## config.mk

```make
export PLATFORM = sky130hd
export DESIGN_NAME = dpm_port_arbiter
export DESIGN_NICKNAME = d
export VERILOG_FILES = /design/src/rtl/dpm_port_arbiter.sv
export SDC_FILE = /design/constraint.sdc
export NUM_CORES = 1
export LEC_CHECK = 0
export CELL_PAD_IN_SITES_DETAIL_PLACEMENT = 0
export CELL_PAD_IN_SITES_GLOBAL_PLACEMENT = 1
export CORE_ASPECT_RATIO = 1.2
export CORE_MARGIN = 4
export CORE_UTILIZATION = 29
export CTS_CLUSTER_DIAMETER = 80
export DETAILED_ROUTE_END_ITERATION = 7
export PLACE_DENSITY = 0.87
export SYNTH_ARGS = -nofsm -noshare
export SYNTH_HDL_FRONTEND = slang
export SYNTH_SLANG_ARGS = --single-unit
```

## constraint.sdc

```tcl
create_clock -name clk -period 9.6 [get_ports clk]
set_input_delay 1.92 -clock clk [delete_from_list [all_inputs] [get_ports clk]]
set_output_delay 1.92 -clock clk [all_outputs]
set_load 0.01 [all_outputs]
```

## src/rtl/dpm_port_arbiter.sv

```systemverilog
// dpm_port_arbiter: round-robin arbiter granting up to two requesters per cycle onto a
// shared two-port RAM, with same-address write hazard blocking and read response routing.
module dpm_port_arbiter #(
    parameter int WIDTH = 8,
    parameter int DEPTH = 256,
    parameter int NREQ  = 4,
    localparam int AW   = $clog2(DEPTH),
    localparam int PW   = $clog2(NREQ)
) (
    input  logic                  clk,
    input  logic                  rst,
    input  logic [NREQ-1:0]       req_valid,
    input  logic [NREQ-1:0]       req_we,
    input  logic [NREQ*AW-1:0]    req_addr,
    input  logic [NREQ*WIDTH-1:0] req_wdata,
    output logic [NREQ-1:0]       req_ready,
    output logic [NREQ-1:0]       rsp_valid,
    output logic [NREQ*WIDTH-1:0] rsp_rdata,
    output logic [AW-1:0]         mem_addr_a,
    output logic [AW-1:0]         mem_addr_b,
    output logic [WIDTH-1:0]      mem_d_a,
    output logic [WIDTH-1:0]      mem_d_b,
    output logic                  mem_we_a,
    output logic                  mem_we_b,
    input  logic [WIDTH-1:0]      mem_q_a,
    input  logic [WIDTH-1:0]      mem_q_b
);
    logic [PW-1:0]    ptr_q, ptr_d, last;
    logic             tag_a_v_q, tag_a_v_d, tag_b_v_q, tag_b_v_d;
    logic [PW-1:0]    tag_a_idx_q, tag_b_idx_q;
    logic [AW-1:0]    addr_v  [NREQ];
    logic [WIDTH-1:0] wdata_v [NREQ];
    logic [PW-1:0]    rot_idx [NREQ];
    logic [NREQ-1:0]  hit_a, hit_b;
    logic             ga_vld, gb_vld, hazard, a_ok, b_ok;
    logic [PW-1:0]    ga_idx, gb_idx;

    for (genvar g = 0; g < NREQ; g++) begin : g_req
        assign addr_v[g]  = req_addr[g*AW +: AW];
        assign wdata_v[g] = req_wdata[g*WIDTH +: WIDTH];
        assign rot_idx[g] = PW'((int'(ptr_q) + g) % NREQ);
        assign hit_a[g]   = tag_a_v_q && tag_a_idx_q == PW'(g);
        assign hit_b[g]   = tag_b_v_q && tag_b_idx_q == PW'(g);
        assign rsp_valid[g] = !rst && (hit_a[g] || hit_b[g]);
        assign rsp_rdata[g*WIDTH +: WIDTH] = rst ? '0 : hit_a[g] ? mem_q_a : hit_b[g] ? mem_q_b : '0;
    end

    // First two valid requesters in rotated order starting at ptr.
    always_comb begin
        ga_vld = 1'b0;
        gb_vld = 1'b0;
        ga_idx = '0;
        gb_idx = '0;
        for (int k = 0; k < NREQ; k++) begin
            if (req_valid[rot_idx[k]]) begin
                if (!ga_vld) begin
                    ga_vld = 1'b1;
                    ga_idx = rot_idx[k];
                end else if (!gb_vld) begin
                    gb_vld = 1'b1;
                    gb_idx = rot_idx[k];
                end
            end
        end
    end

    assign hazard     = addr_v[ga_idx] == addr_v[gb_idx] && (req_we[ga_idx] || req_we[gb_idx]);
    assign a_ok       = !rst && ga_vld;
    assign b_ok       = !rst && gb_vld && !hazard;
    assign req_ready  = (a_ok ? NREQ'(1) << ga_idx : '0) | (b_ok ? NREQ'(1) << gb_idx : '0);
    assign mem_addr_a = a_ok ? addr_v[ga_idx] : '0;
    assign mem_addr_b = b_ok ? addr_v[gb_idx] : '0;
    assign mem_d_a    = a_ok ? wdata_v[ga_idx] : '0;
    assign mem_d_b    = b_ok ? wdata_v[gb_idx] : '0;
    assign mem_we_a   = a_ok && req_we[ga_idx];
    assign mem_we_b   = b_ok && req_we[gb_idx];
    assign tag_a_v_d  = a_ok && !req_we[ga_idx];
    assign tag_b_v_d  = b_ok && !req_we[gb_idx];
    assign last       = b_ok ? gb_idx : ga_idx;
    assign ptr_d      = !a_ok ? ptr_q : last == PW'(NREQ-1) ? '0 : last + PW'(1);

    always_ff @(posedge clk) begin
        if (rst) begin
            ptr_q       <= '0;
            tag_a_v_q   <= 1'b0;
            tag_b_v_q   <= 1'b0;
            tag_a_idx_q <= '0;
            tag_b_idx_q <= '0;
        end else begin
            ptr_q       <= ptr_d;
            tag_a_v_q   <= tag_a_v_d;
            tag_b_v_q   <= tag_b_v_d;
            tag_a_idx_q <= ga_idx;
            tag_b_idx_q <= gb_idx;
        end
    end
endmodule
```

# --- Word-level counts from Yosys, hierarchy flattened ---
# Index checks and enable logic that the tools add are counted.
totals:
  ff_bits: 8
  in_bits: 90
  out_inout_bits: 74
  wordCells: 130
op_classes:
  addsub: 4
  n_lt_le_gt_ge: 8
  n_eq_ne: 8
  shift: 2
  mux: 69
  n_bitwise: 3
  n_reduce_logical: 31
op_table:
  columns: ["op", "n"]
  rows:
  - ["$mux 8", 24]
  - ["$bmux 8 s2", 4]
  - ["$mux 2", 17]
  - ["$logic_and 1x1->1", 20]
  - ["$lt 2x3->1 const B", 6]
  - ["$mux 1", 16]
  - ["$bmux 1 s2", 6]
  - ["$eq 2x2->1 const B", 5]
  - ["$eq 8x8->1", 1]
  - ["$mux 4", 2]
  - ["$shl 1x2->4 const A", 2]
  - ["$ge 3x3->1 const B", 2]
  - ["$not 2->3", 2]
  - ["$logic_or 1x1->1", 5]
  - ["$add 2x1->2 const B", 2]
  - ["$add 2x2->2 const B", 2]
  - ["$eq 2x1->1 const B", 2]
  - ["$logic_not 1->1", 4]
  - ["$logic_not 2->1", 2]
  - ["$or 4x4->4", 1]

# --- Longest topological paths before layout ---
# Gate-level depths: netlist of the first run.
logic_depth:
  depth_word: 22
  ltp_mapped: 18
  mapped_depth_nobuf: 12

# --- Least setup slack after synthesis of the first run ---
# No wires, ideal clock.
synth_path:
  path_type: "input -> output"
  from: "input port req_valid[3]"
  to: "output port req_ready[0]"
  t_arrival_ps: 5509
  required_time_ps: 7680
  path_slack_ps: 2171
  cell_stages: 16
  n_path_buf: 5
  cell_sequence: "clkbuf_1 -> buf_2 -> mux4_2 -> ha_1 -> mux2i_1 -> nand3_1 -> a32oi_4 -> buf_6 -> mux2_4 -> or3_1 -> nand4_1 -> nor4_2 -> or2_1 -> buf_6 -> buf_6 -> o32ai_1"
synth_between:
  elab_chain_cells: 21
  word_cells_on_any_way: 57
  classes_between: "eq/ne (1); shift (2); mux (45); bitwise (3); reduce/logical (6)"
synth_rtl:
  columns: ["item", "line_no", "source"]
  rows:
  - ["start: declaration", "12", "input logic [NREQ-1:0] req_valid,"]
  - ["$bmux 1 s2", "55", "if (req_valid[rot_idx[k]]) begin"]
  - ["$mux 1 (implied by the code)", "55", null]
  - ["$mux 1", "55", null]
  - ["$mux 2 / $mux 1 (equally long branches)", "56", "if (!ga_vld) begin"]
  - ["$mux 2 / $mux 1 (equally long branches)", "55", null]
  - ["$mux 2", "59", "end else if (!gb_vld) begin"]
  - ["$mux 2", "56", null]
  - ["$mux 2", "55", null]
  - ["(+4 left out)", null, null]
  - ["$bmux 8 s2", "67", "assign hazard = addr_v[ga_idx] == addr_v[gb_idx] && (req_we[ga_idx] || req_we[gb_idx]);"]
  - ["$mux 8 (implied by the code) (2 in a row)", "67", null]
  - ["$eq 8x8->1", "67", null]
  - ["$logic_and 1x1->1", "67", null]
  - ["$logic_not 1->1", "69", "assign b_ok = !rst && gb_vld && !hazard;"]
  - ["$logic_and 1x1->1", "69", null]
  - ["$mux 4", "70", "assign req_ready = (a_ok ? NREQ'(1) << ga_idx : '0) | (b_ok ? NREQ'(1) << gb_idx : '0);"]
  - ["$or 4x4->4 *", "70", null]
  - ["end: declaration", "16", "output logic [NREQ-1:0] req_ready,"]
# Mark *: on every way between the ends. The rest lies on a longest branch, timed or not. The select of a mux whose other input is x is not followed.

# --- Final worst setup path of the first run ---
layout_path:
  from: "input port req_valid[3]"
  to: "output port req_ready[2]"
# The elaborated chain is that of the path after synthesis.

==> impl_metrics.tcl, run 1 <==
set metrics [dict create \
    routed_wl_um 11600 \
    wl_met3_um 879 \
    numCtsBuffers 3 \
    synth_cell_type_count 63 \
    max_slew_margin 0.256 \
    die_h_um 119 \
    synth-seq-cells 8 \
    dpl_cell_area_um2 4650 \
    yosysTopAreaCell "mux2i_1" \
    hp-class "register to register" \
    status "complete, no violations" \
    io_pins 164 \
    core_area_um2 10000 \
    wl_met1_um 4740 \
    row_count 40 \
    power.density_nw_per_um2 262 \
    cts_hold_buf 0 \
    required_ns 7.68 \
    period_share 0.928 \
    cts_root_buffer "clkbuf_16" \
    clock_skew_ns 0.00178 \
    grt_pass1_wl_um 18600 \
    cts-resized-gates 0 \
    syn-num-nets 520 \
    wl_per_cell_um 16.8 \
    start_util 0.296 \
    antenna_cells 0 \
    rsz0062_at_grt "no" \
    antenna_found_initial 0 \
    gp_congestion 0.798 \
    worstMarginPinSlew_ns 1.11 \
    htreeDepth 1 \
    clk_pin_slew_ns 0.03 \
    final_hold_viol_count 0 \
    netlist_top_cells_area "mux2i_1 (16%), nand2_1 (12%), mux4_2 (9.9%)" \
    port_buffers 163 \
    route.vias.total 3820 \
    worstSetupEndpointType "primary output" \
    hpwl_um 8920 \
    cts_sinks 8 \
    critPathMaxFanout 21 \
    fin_area_um2 4720 \
    via_per_inst 5.52 \
    first_global_vias 3697 \
    synth_ff_type "dfxtp_1" \
    ys_async_sr_fraction 0 \
    peakVddDrop_mv 0.151 \
    clock.fmax_mhz 112 \
    die_area_um2 11900 \
    synthCells 428 \
    cts_tree "yes" \
    top_layer "met4" \
    arrival_ns 6.99 \
    nNetsFinal 660 \
    critical_path_class "input pin to primary output" \
    synth_edf_count 0 \
    drt-pass1-iter-count 5 \
    synth.top_cell.area_share 0.162 \
    drv_cap 0 \
    syn_avg_cell_area_um2 6.93 \
    drive_gt1_frac 0.0883 \
    hold_ws_ns 0.886 \
    slew_violations 0 \
    grt_max_degree 28 \
    detail-route-antenna-nets 0 \
    drcViolationCount 0 \
    post_cts.repair.setup_buffers 0 \
    drt_iter0_drc 214 \
    grt_usage 0.187 \
    clk_latency_ns 0.23 \
    fp.dieW_um 100 \
    overflow 0 \
    setup_viol 0 \
    cts_buffer_depth 2 \
    min_period_ns 8.91 \
    cp-start-kind "input pin" \
    synth_area_um2 2970 \
    wl_met2_um 5810 \
    area_growth_pct 59.3 \
    ys_warn_count 0 \
    setup-tns-final_ns 0 \
    p_leak_nw 1.93 \
    synth_seq_area_share 0.0540 \
]
-- area by class of cell --
type,count,area [µm²]
clock buffer,3,75.1
fill,989,5290
inverter,10,37.5
multi-input combinational,371,2570
sequential,8,160
tap,126,158
timing repair buffer,174,1730
-- cells in the mapped netlist, drive strengths merged (3+ instances only) --
library cell,instances
clkbuf,15
o21a,4
a311oi,8
nand4,6
nand2,95
a21oi,24
and3,11
or3,4
o32ai,4
or2,4
dfxtp,8
inv,10
mux2i,48
o211ai,5
nand3b,7
nand3,8
a211o,3
a21o,3
a32o,3
nor2,46
mux2,5
or3b,5
o21ai,7
nor3,8
and2,15
mux4,14
buf,24
-- power by group --
| group | leakage [nW] | switching (mW) | total [mW] | internal, mW |
|---|---|---|---|---|
| clock | 0.0370 | 0.0151 | 0.0687 | 0.0536 |
| combinational | 1.83 | 0.543 | 1.08 | 0.536 |
| sequential | 0.0663 | 0.0411 | 0.0875 | 0.0463 |
| total | 1.93 | 0.600 | 1.24 | 0.636 |
-- through the flow --
step / setup WS (ns) / util / cells / power, mW
after global routing: 0.334 / 0.472 / 692 / 1.34
after floorplan: 2.17 / - / 428 / 0.820
after detailed placement: 0.754 / 0.465 / 689 / 1.17
final: 0.693 / 0.472 / 692 / 1.24
after CTS: 0.722 / 0.472 / 692 / 1.24
after global placement: 0.799 / 0.465 / 689 / 1.17
-- layer usage --
layer  vias up  GRT usage
li1       1833          -
met1      1808      0.232
met2       161      0.334
met3        18     0.0289
met4         0     0.0472
met5         -          0
-- layout by cell type, fill, tap and decap left out, drive strengths merged, types with 4 or more instances in the layout --
master and n:
or2 4, inv 10, and2 15, nor2 46, nand2 95, a311oi 8, o32ai 4, clkdlybuf4s50 163
or3b 5, o21a 4, and3 11, nor3 8, o21ai 7, o211ai 5, mux2 5, mux2i 48
dfxtp 8, nand4 6, a21oi 24, nand3b 7, nand3 8, or3 4, buf 11, mux4 14
-- state kept, by name, summed over array words and instances (netlist names) --
name,cells
ptr_q,2
tag_a_idx_q,2
tag_a_v_q,1
tag_b_idx_q,2
tag_b_v_q,1
-- cell families after synthesis --
| group | count (synthesis) | synth area share |
|---|---|---|
| xor+xnor | 3 | 0.00886 |
| fa+ha+maj | 2 | 0.00843 |
| mux | 67 | 0.290 |
| simple gates | 221 | 0.354 |
| flops | 8 | 0.0540 |
| compound gates | 78 | 0.199 |
| buf+inv | 49 | 0.0865 |
-- path summary, 6_finish.rpt --
| check | from | to | slack [ns] | cells after the start |
|---|---|---|---|---|
| min | ptr_q[1] | ptr_q[1] | 0.89 | 2 |
| max reg2reg | ptr_q[0] | tag_b_v_q | 4.77 | 13 |
| max | req_valid[3] | req_ready[2] | 0.69 | 15 |
| min reg2reg | ptr_q[1] | ptr_q[1] | 0.89 | 2 |
-- worst max-delay path: stages --
cell,delay (ns)
clkdlybuf4s50_1,0.72
mux4_2,0.62
ha_1,0.21
inv_1,0.07
nor2_1,0.05
o31ai_1,0.35
and3_1,0.73
mux2i_1,0.24
or3_1,0.39
nand4_1,0.14
nor4_2,0.08
or2_1,0.39
buf_12,0.22
o32ai_1,0.24
clkdlybuf4s50_1,0.59
Note: power is estimated with default switching activity, not from simulation.
==> inputs of run 2 (changes only) <==
--- a/config.mk
+++ b/config.mk
@@ -5,14 +5,17 @@
 export SDC_FILE = /design/constraint.sdc
 export NUM_CORES = 1
 export LEC_CHECK = 0
+export ABC_AREA = 1
 export CELL_PAD_IN_SITES_DETAIL_PLACEMENT = 0
 export CELL_PAD_IN_SITES_GLOBAL_PLACEMENT = 1
 export CORE_ASPECT_RATIO = 1.2
 export CORE_MARGIN = 4
-export CORE_UTILIZATION = 29
+export CORE_UTILIZATION = 28
+export CTS_BUF_LIST = sky130_fd_sc_hd__clkbuf_4 sky130_fd_sc_hd__clkbuf_8
 export CTS_CLUSTER_DIAMETER = 80
 export DETAILED_ROUTE_END_ITERATION = 7
-export PLACE_DENSITY = 0.87
+export PLACE_DENSITY = 0.88
 export SYNTH_ARGS = -nofsm -noshare
 export SYNTH_HDL_FRONTEND = slang
 export SYNTH_SLANG_ARGS = --single-unit
+export TNS_END_PERCENT = 100
==> run 2 against run 1 <==
  * Sequential power decreased by 28%
  * Utilization decreased by 2.4 points
  * Worst hold slack got worse by 0.16 ns
  * Non-clock buffer count decreased by 11
  * Critical path depth increased by 11
  * Area after synthesis increased by 4.7%
  * Clock skew increased by 0.0019 ns
==> impl_metrics.tcl, run 2 <==
set metrics [dict create \
    synth_area_um2 3110 \
    slew_violations 0 \
    rr_endpoint "ptr_q[1]" \
    clk_pin_slew_ns 0.04 \
    core_area_um2 10700 \
    synth_ff_type "dfxtp_1" \
    status "complete, no violations" \
    reg_top3 "ptr_q: 2 flops, tag_a_idx_q: 2 flops, tag_b_idx_q: 2 flops" \
    setup.worst_path.start "req_valid[3]" \
    overflow 0 \
    drcViolationCount 0 \
    grt_pass1_wl_um 20400 \
    cts_sinks 8 \
    drv_cap 0 \
    cp-start-kind "input pin" \
    via_per_inst 5.10 \
    gp_congestion 0.876 \
    io_pins 164 \
    p_int_mw 0.834 \
    rr_startpoint "ptr_q[0]" \
    critPathMaxFanout 26 \
    die_h_um 123 \
    clock_power_share 0.018 \
    synth_edf_count 0 \
    synthCells 592 \
    antenna_found_initial 0 \
    p_total_mw 2.17 \
    numCtsBuffers 3 \
    final_cell_mix "nand2_1 (178), clkdlybuf4s50_1 (163), nor2_1 (77)" \
    nNetsFinal 830 \
    critical_path_class "input pin to primary output" \
    htreeDepth 1 \
    power.density_nw_per_um2 455 \
    port_buffers 163 \
    r2r_cells 29 \
    synth_common_cells "nand2_1 (178), nor2_1 (77), inv_1 (71)" \
    antenna_cells 0 \
    route.vias.total 4409 \
    worstMarginPinSlew_ns 0.830 \
    pwr-share-seq 0.029 \
    ys_async_sr_fraction 0 \
    post_cts.repair.setup_buffers 0 \
    hp-class "register to register" \
    fin_area_um2 4780 \
    worstSetupEndpointType "primary output" \
    hpwl_um 10200 \
    min_to "ptr_q[1]" \
    cts_buffer_depth 2 \
    clk_latency_ns 0.23 \
    drt-pass1-iter-count 7 \
    routed_wl_um 13100 \
    required_ns 7.68 \
    hp-start "ptr_q[1]" \
    reg2reg_setup_slack_ns 5.41 \
    pwr-share-comb 0.953 \
    cts_tree "yes" \
    drt_iter0_drc 311 \
    setup_viol 0 \
    drive_gt1_frac 0.0951 \
    clock.fmax_mhz 128 \
    yosysTopAreaCell "nand2_1" \
    pre_cts_ws_ns 1.81 \
    synth_seq_area_share 0.0516 \
    synth_most_common_cell "nand2_1" \
    holdPathStages 4 \
    die_area_um2 12800 \
    ys_warn_count 0 \
    arrival_ns 5.88 \
    p_sw_frac 0.617 \
    grt_max_degree 32 \
    cts-resized-gates 0 \
    grt_usage 0.188 \
    dpl_cell_area_um2 4740 \
    area_growth_pct 53.9 \
    setup-tns-final_ns 0 \
    netlist_top_cells_area "nand2_1 (22%), nor2_1 (9.3%), inv_1 (8.6%)" \
    row_count 41 \
    synth_cell_type_count 35 \
    period_share 0.813 \
    final_common_cell "nand2_1" \
    start_util 0.291 \
    min_period_ns 7.80 \
    syn-num-nets 684 \
    fp.dieW_um 104 \
    final_hold_viol_count 0 \
    cts_hold_buf 0 \
    clock_skew_ns 0.00370 \
    max_slew_margin 0.443 \
    syn_avg_cell_area_um2 5.25 \
    first_global_vias 4107 \
    rsz0062_at_grt "no" \
    synth.top_cell.area_share 0.215 \
    detail-route-antenna-nets 0 \
    peakVddDrop_mv 0.281 \
    synth-seq-cells 8 \
    wl_per_cell_um 15.1 \
    cts_root_buffer "clkbuf_8" \
    timing.final.ws_setup_ns 1.80 \
    p_switching_mw 1.34 \
    p_leak_nw 2.29 \
]
==> run 2: critical path, cell delays in order <==
cell and delay [ns]:
clkdlybuf4s50_1 0.47, inv_1 0.06, nand2_1 0.09, nand3_1 0.16
nand2_4 0.19, ha_1 0.25, inv_1 0.05, nand3_1 0.07
nand2_1 0.06, nand2_1 0.05, nand2_1 0.09, nand2_4 0.10
nand2_8 0.20, nand2_2 0.23, inv_1 0.19, nand2_1 0.06
o21ai_1 0.09, inv_2 0.05, nand2_1 0.08, nand3_1 0.07
nand2_1 0.12, nor2_4 0.06, nand2_4 0.08, nand2_4 0.21
nor2_1 0.27, clkdlybuf4s50_1 0.58
==> run 2: cells by family (layout without fill, tap and decap cells) <==
logic type	after synthesis	count (layout)	synth area share
AND/OR/NAND/NOR	378	378	0.584
AO/OA/AOI/OAI	92	92	0.195
flip-flops	8	8	0.0516
buffers and inverters	112	256	0.161
adder cells (fa/ha/maj)	2	2	0.00806
==> run 2: worst max-delay path by stage <==
stage / endpoint / slack, ns / cells past startpoint
6_report: mem_we_b / 1.80 / 26
5_1_grt: mem_d_b[0] / 1.48 / 26
4_1_cts: mem_we_b / 1.80 / 26
3_5_place_dp: mem_we_b / 1.81 / 26
3_3_place_gp: mem_we_b / 1.79 / 26
2_1_floorplan: req_ready[0] / 3.39 / 24
==> run 2: cell type report <==
class                      count  area (µm²)
sequential                     8         160
clock buffer                   3        41.3
timing repair buffer         163        1630
fill                        1155        5890
inverter                      90         340
multi-input combinational    472        2450
tap                          129         161
==> run 2: per-layer routing <==
layer | part of all wire | global-route usage
met5 | 0 | 0
met1 | 0.43 | 0.239
met4 | 0.018 | 0.0482
met3 | 0.059 | 0.0261
met2 | 0.49 | 0.337
==> run 2: power groups by stage <==
stage / Sequential (mW) / Combinational [mW] / Clock [mW]
after floorplan: 0.0560 / 1.48 / 0
after global placement: 0.0632 / 2.06 / 0
after detailed placement: 0.0633 / 2.06 / 0
after CTS: 0.0629 / 2.07 / 0.0403
after global routing: 0.0659 / 2.30 / 0.0431
final: 0.0628 / 2.07 / 0.0394
==> run 2: through the flow <==
stage / hold slack, ns / utilization / cells
3_3_place_gp: 0.725 / 0.444 / 862
2_1_floorplan: 0.641 / - / 592
4_1_cts: 0.729 / 0.448 / 865
6_report: 0.726 / 0.448 / 865
3_5_place_dp: 0.723 / 0.444 / 862
5_1_grt: 0.805 / 0.448 / 865
==> inputs of run 3 (changes only) <==
--- a/config.mk
+++ b/config.mk
@@ -10,11 +10,11 @@
 export CELL_PAD_IN_SITES_GLOBAL_PLACEMENT = 1
 export CORE_ASPECT_RATIO = 1.2
 export CORE_MARGIN = 4
-export CORE_UTILIZATION = 28
+export CORE_UTILIZATION = 26
 export CTS_BUF_LIST = sky130_fd_sc_hd__clkbuf_4 sky130_fd_sc_hd__clkbuf_8
 export CTS_CLUSTER_DIAMETER = 80
 export DETAILED_ROUTE_END_ITERATION = 7
-export PLACE_DENSITY = 0.88
+export PLACE_DENSITY = 0.83
 export SYNTH_ARGS = -nofsm -noshare
 export SYNTH_HDL_FRONTEND = slang
 export SYNTH_SLANG_ARGS = --single-unit
==> constraint.sdc (replaced) <==
create_clock -name clk -period 8 [get_ports clk]
set_input_delay 1.6 -clock clk [delete_from_list [all_inputs] [get_ports clk]]
set_output_delay 1.6 -clock clk [all_outputs]
set_load 0.01 [all_outputs]
==> run 3 against run 2 <==
  * Worst hold slack improved by 0.0072 ns
  * Sequential power increased by 21%
  * Sequential cell count unchanged
  * Worst setup slack got worse by 1.0 ns
==> impl_metrics.tcl, run 3 (synthesis gave the netlist of run 2 again) <==
set metrics [dict create \
    clock.fmax_mhz 138 \
    routed_wl_um 13100 \
    worstSetupEndpointType "primary output" \
    use_met1 0.223 \
    rr_startpoint "ptr_q[0]" \
    met3_usage 0.0242 \
    drt-pass1-iter-count 5 \
    fin_area_um2 4820 \
    start_util 0.267 \
    setup-tns-final_ns 0 \
    cts_root_buffer "clkbuf_8" \
    grt.met2_usage 0.314 \
    grt_max_degree 32 \
    cts_sinks 8 \
    grt_usage 0.178 \
    place_inst 890 \
    required_ns 6.40 \
    arrival_ns 5.63 \
    route.vias.total 4361 \
    htreeDepth 1 \
    timing.final.ws_setup_ns 0.770 \
    die_h_um 128 \
    clk_pin_slew_ns 0.04 \
    cp-start-kind "input pin" \
    cts-resized-gates 0 \
    port_buffers 163 \
    cts_tree "yes" \
    setup_viol 0 \
    via_per_inst 4.88 \
    clk_latency_ns 0.23 \
    peakVddDrop_mv 0.208 \
    critical_path_class "input pin to primary output" \
    detail-route-antenna-nets 0 \
    overflow 0 \
    drt_iter0_drc 201 \
    final_common_cell "nand2_1" \
    drive_gt1_frac 0.0951 \
    rsz0062_at_grt "no" \
    row_count 43 \
    antenna_found_initial 0 \
    p_total_mw 2.61 \
    gp_congestion 0.874 \
    drv_cap 0 \
    hp-class "register to register" \
    drcViolationCount 0 \
    final_hold_viol_count 0 \
    p_leak_nw 2.29 \
    fp.dieW_um 108 \
    num-fill-cells 1301 \
    power.density_nw_per_um2 542 \
    grt_pass1_wl_um 20500 \
    first_global_vias 4284 \
    post_cts.repair.setup_buffers 0 \
    status "complete, no violations" \
    antenna_cells 0 \
    seqCellArea_um2 160 \
    max_slew_margin 0.377 \
    cts_buffer_depth 2 \
    dpl_cell_area_um2 4770 \
    final_cell_mix "nand2_1 (178), clkdlybuf4s50_1 (163), nor2_1 (77)" \
    slew_violations 0 \
    die_area_um2 13800 \
    critPathMaxFanout 26 \
    cts_hold_buf 0 \
    clock_skew_ns 0.00232 \
    final_cells 893 \
    io_pins 164 \
    multi_input_area_um2 2450 \
    area_growth_pct 55.1 \
    setup.worst_path.start "req_valid[3]" \
    hp-start "ptr_q[1]" \
    wl_per_cell_um 14.7 \
    period_share 0.904 \
    nNetsFinal 830 \
    pre_cts_ws_ns 0.809 \
    min_period_ns 7.23 \
    worstMarginPinSlew_ns 0.929 \
    hpwl_um 10300 \
    core_area_um2 11600 \
    numCtsBuffers 3 \
    busiest_layer "met2" \
    reg_top3 "ptr_q: 2 flops, tag_a_idx_q: 2 flops, tag_b_idx_q: 2 flops" \
]
-- run 3: cell counts in the layout (fill, tap and decap cells not counted) --
No cell type changed its count.
-- run 3: layer usage --
layer  share of wire  wire (µm)
met5               0          0
met4           0.022        284
met3           0.060        788
met2            0.49       6470
met1            0.43       5600
-- run 3: final cells by class --
class	count	share of cell area
clock buffers	3	0.00857
inverters	90	0.0707
multi-input cells	472	0.508
flip-flops and latches	8	0.0333
well taps	157	0.0408
repair buffers	163	0.339
-- run 3: worst paths after layout --
kind                                  to  depth (start not counted)  slack (ns)
worst max-delay path            mem_we_b                         26        0.77
worst max register to register  ptr_q[1]                         29        3.72
worst min register to register  ptr_q[1]                          4        0.73
worst min-delay path            ptr_q[1]                          4        0.73
-- run 3: report_power, final --
group	switching, mW	total (mW)	internal [mW]
clock	0.0149	0.0474	0.0325
combinational	1.58	2.49	0.912
sequential	0.0196	0.0763	0.0567
-- run 3: per-stage QoR --
step | hold WS, ns | utilization
after CTS | 0.722 | 0.414
after global placement | 0.724 | 0.411
after detailed placement | 0.716 | 0.411
after global routing | 0.792 | 0.414
after floorplan | 0.641 | -
final | 0.734 | 0.414
-- run 3: critical path: stages --
cell and delay, ns:
clkdlybuf4s50_1 0.48, inv_1 0.05, nand2_1 0.09, nand3_1 0.16
nand2_4 0.19, ha_1 0.27, inv_1 0.06, nand3_1 0.07
nand2_1 0.06, nand2_1 0.05, nand2_1 0.09, nand2_4 0.10
nand2_8 0.20, nand2_2 0.24, inv_1 0.19, nand2_1 0.07
o21ai_1 0.10, inv_2 0.05, nand2_1 0.09, nand3_1 0.07
nand2_1 0.11, nor2_4 0.05, nand2_4 0.08, nand2_4 0.21
nor2_1 0.28, clkdlybuf4s50_1 0.58
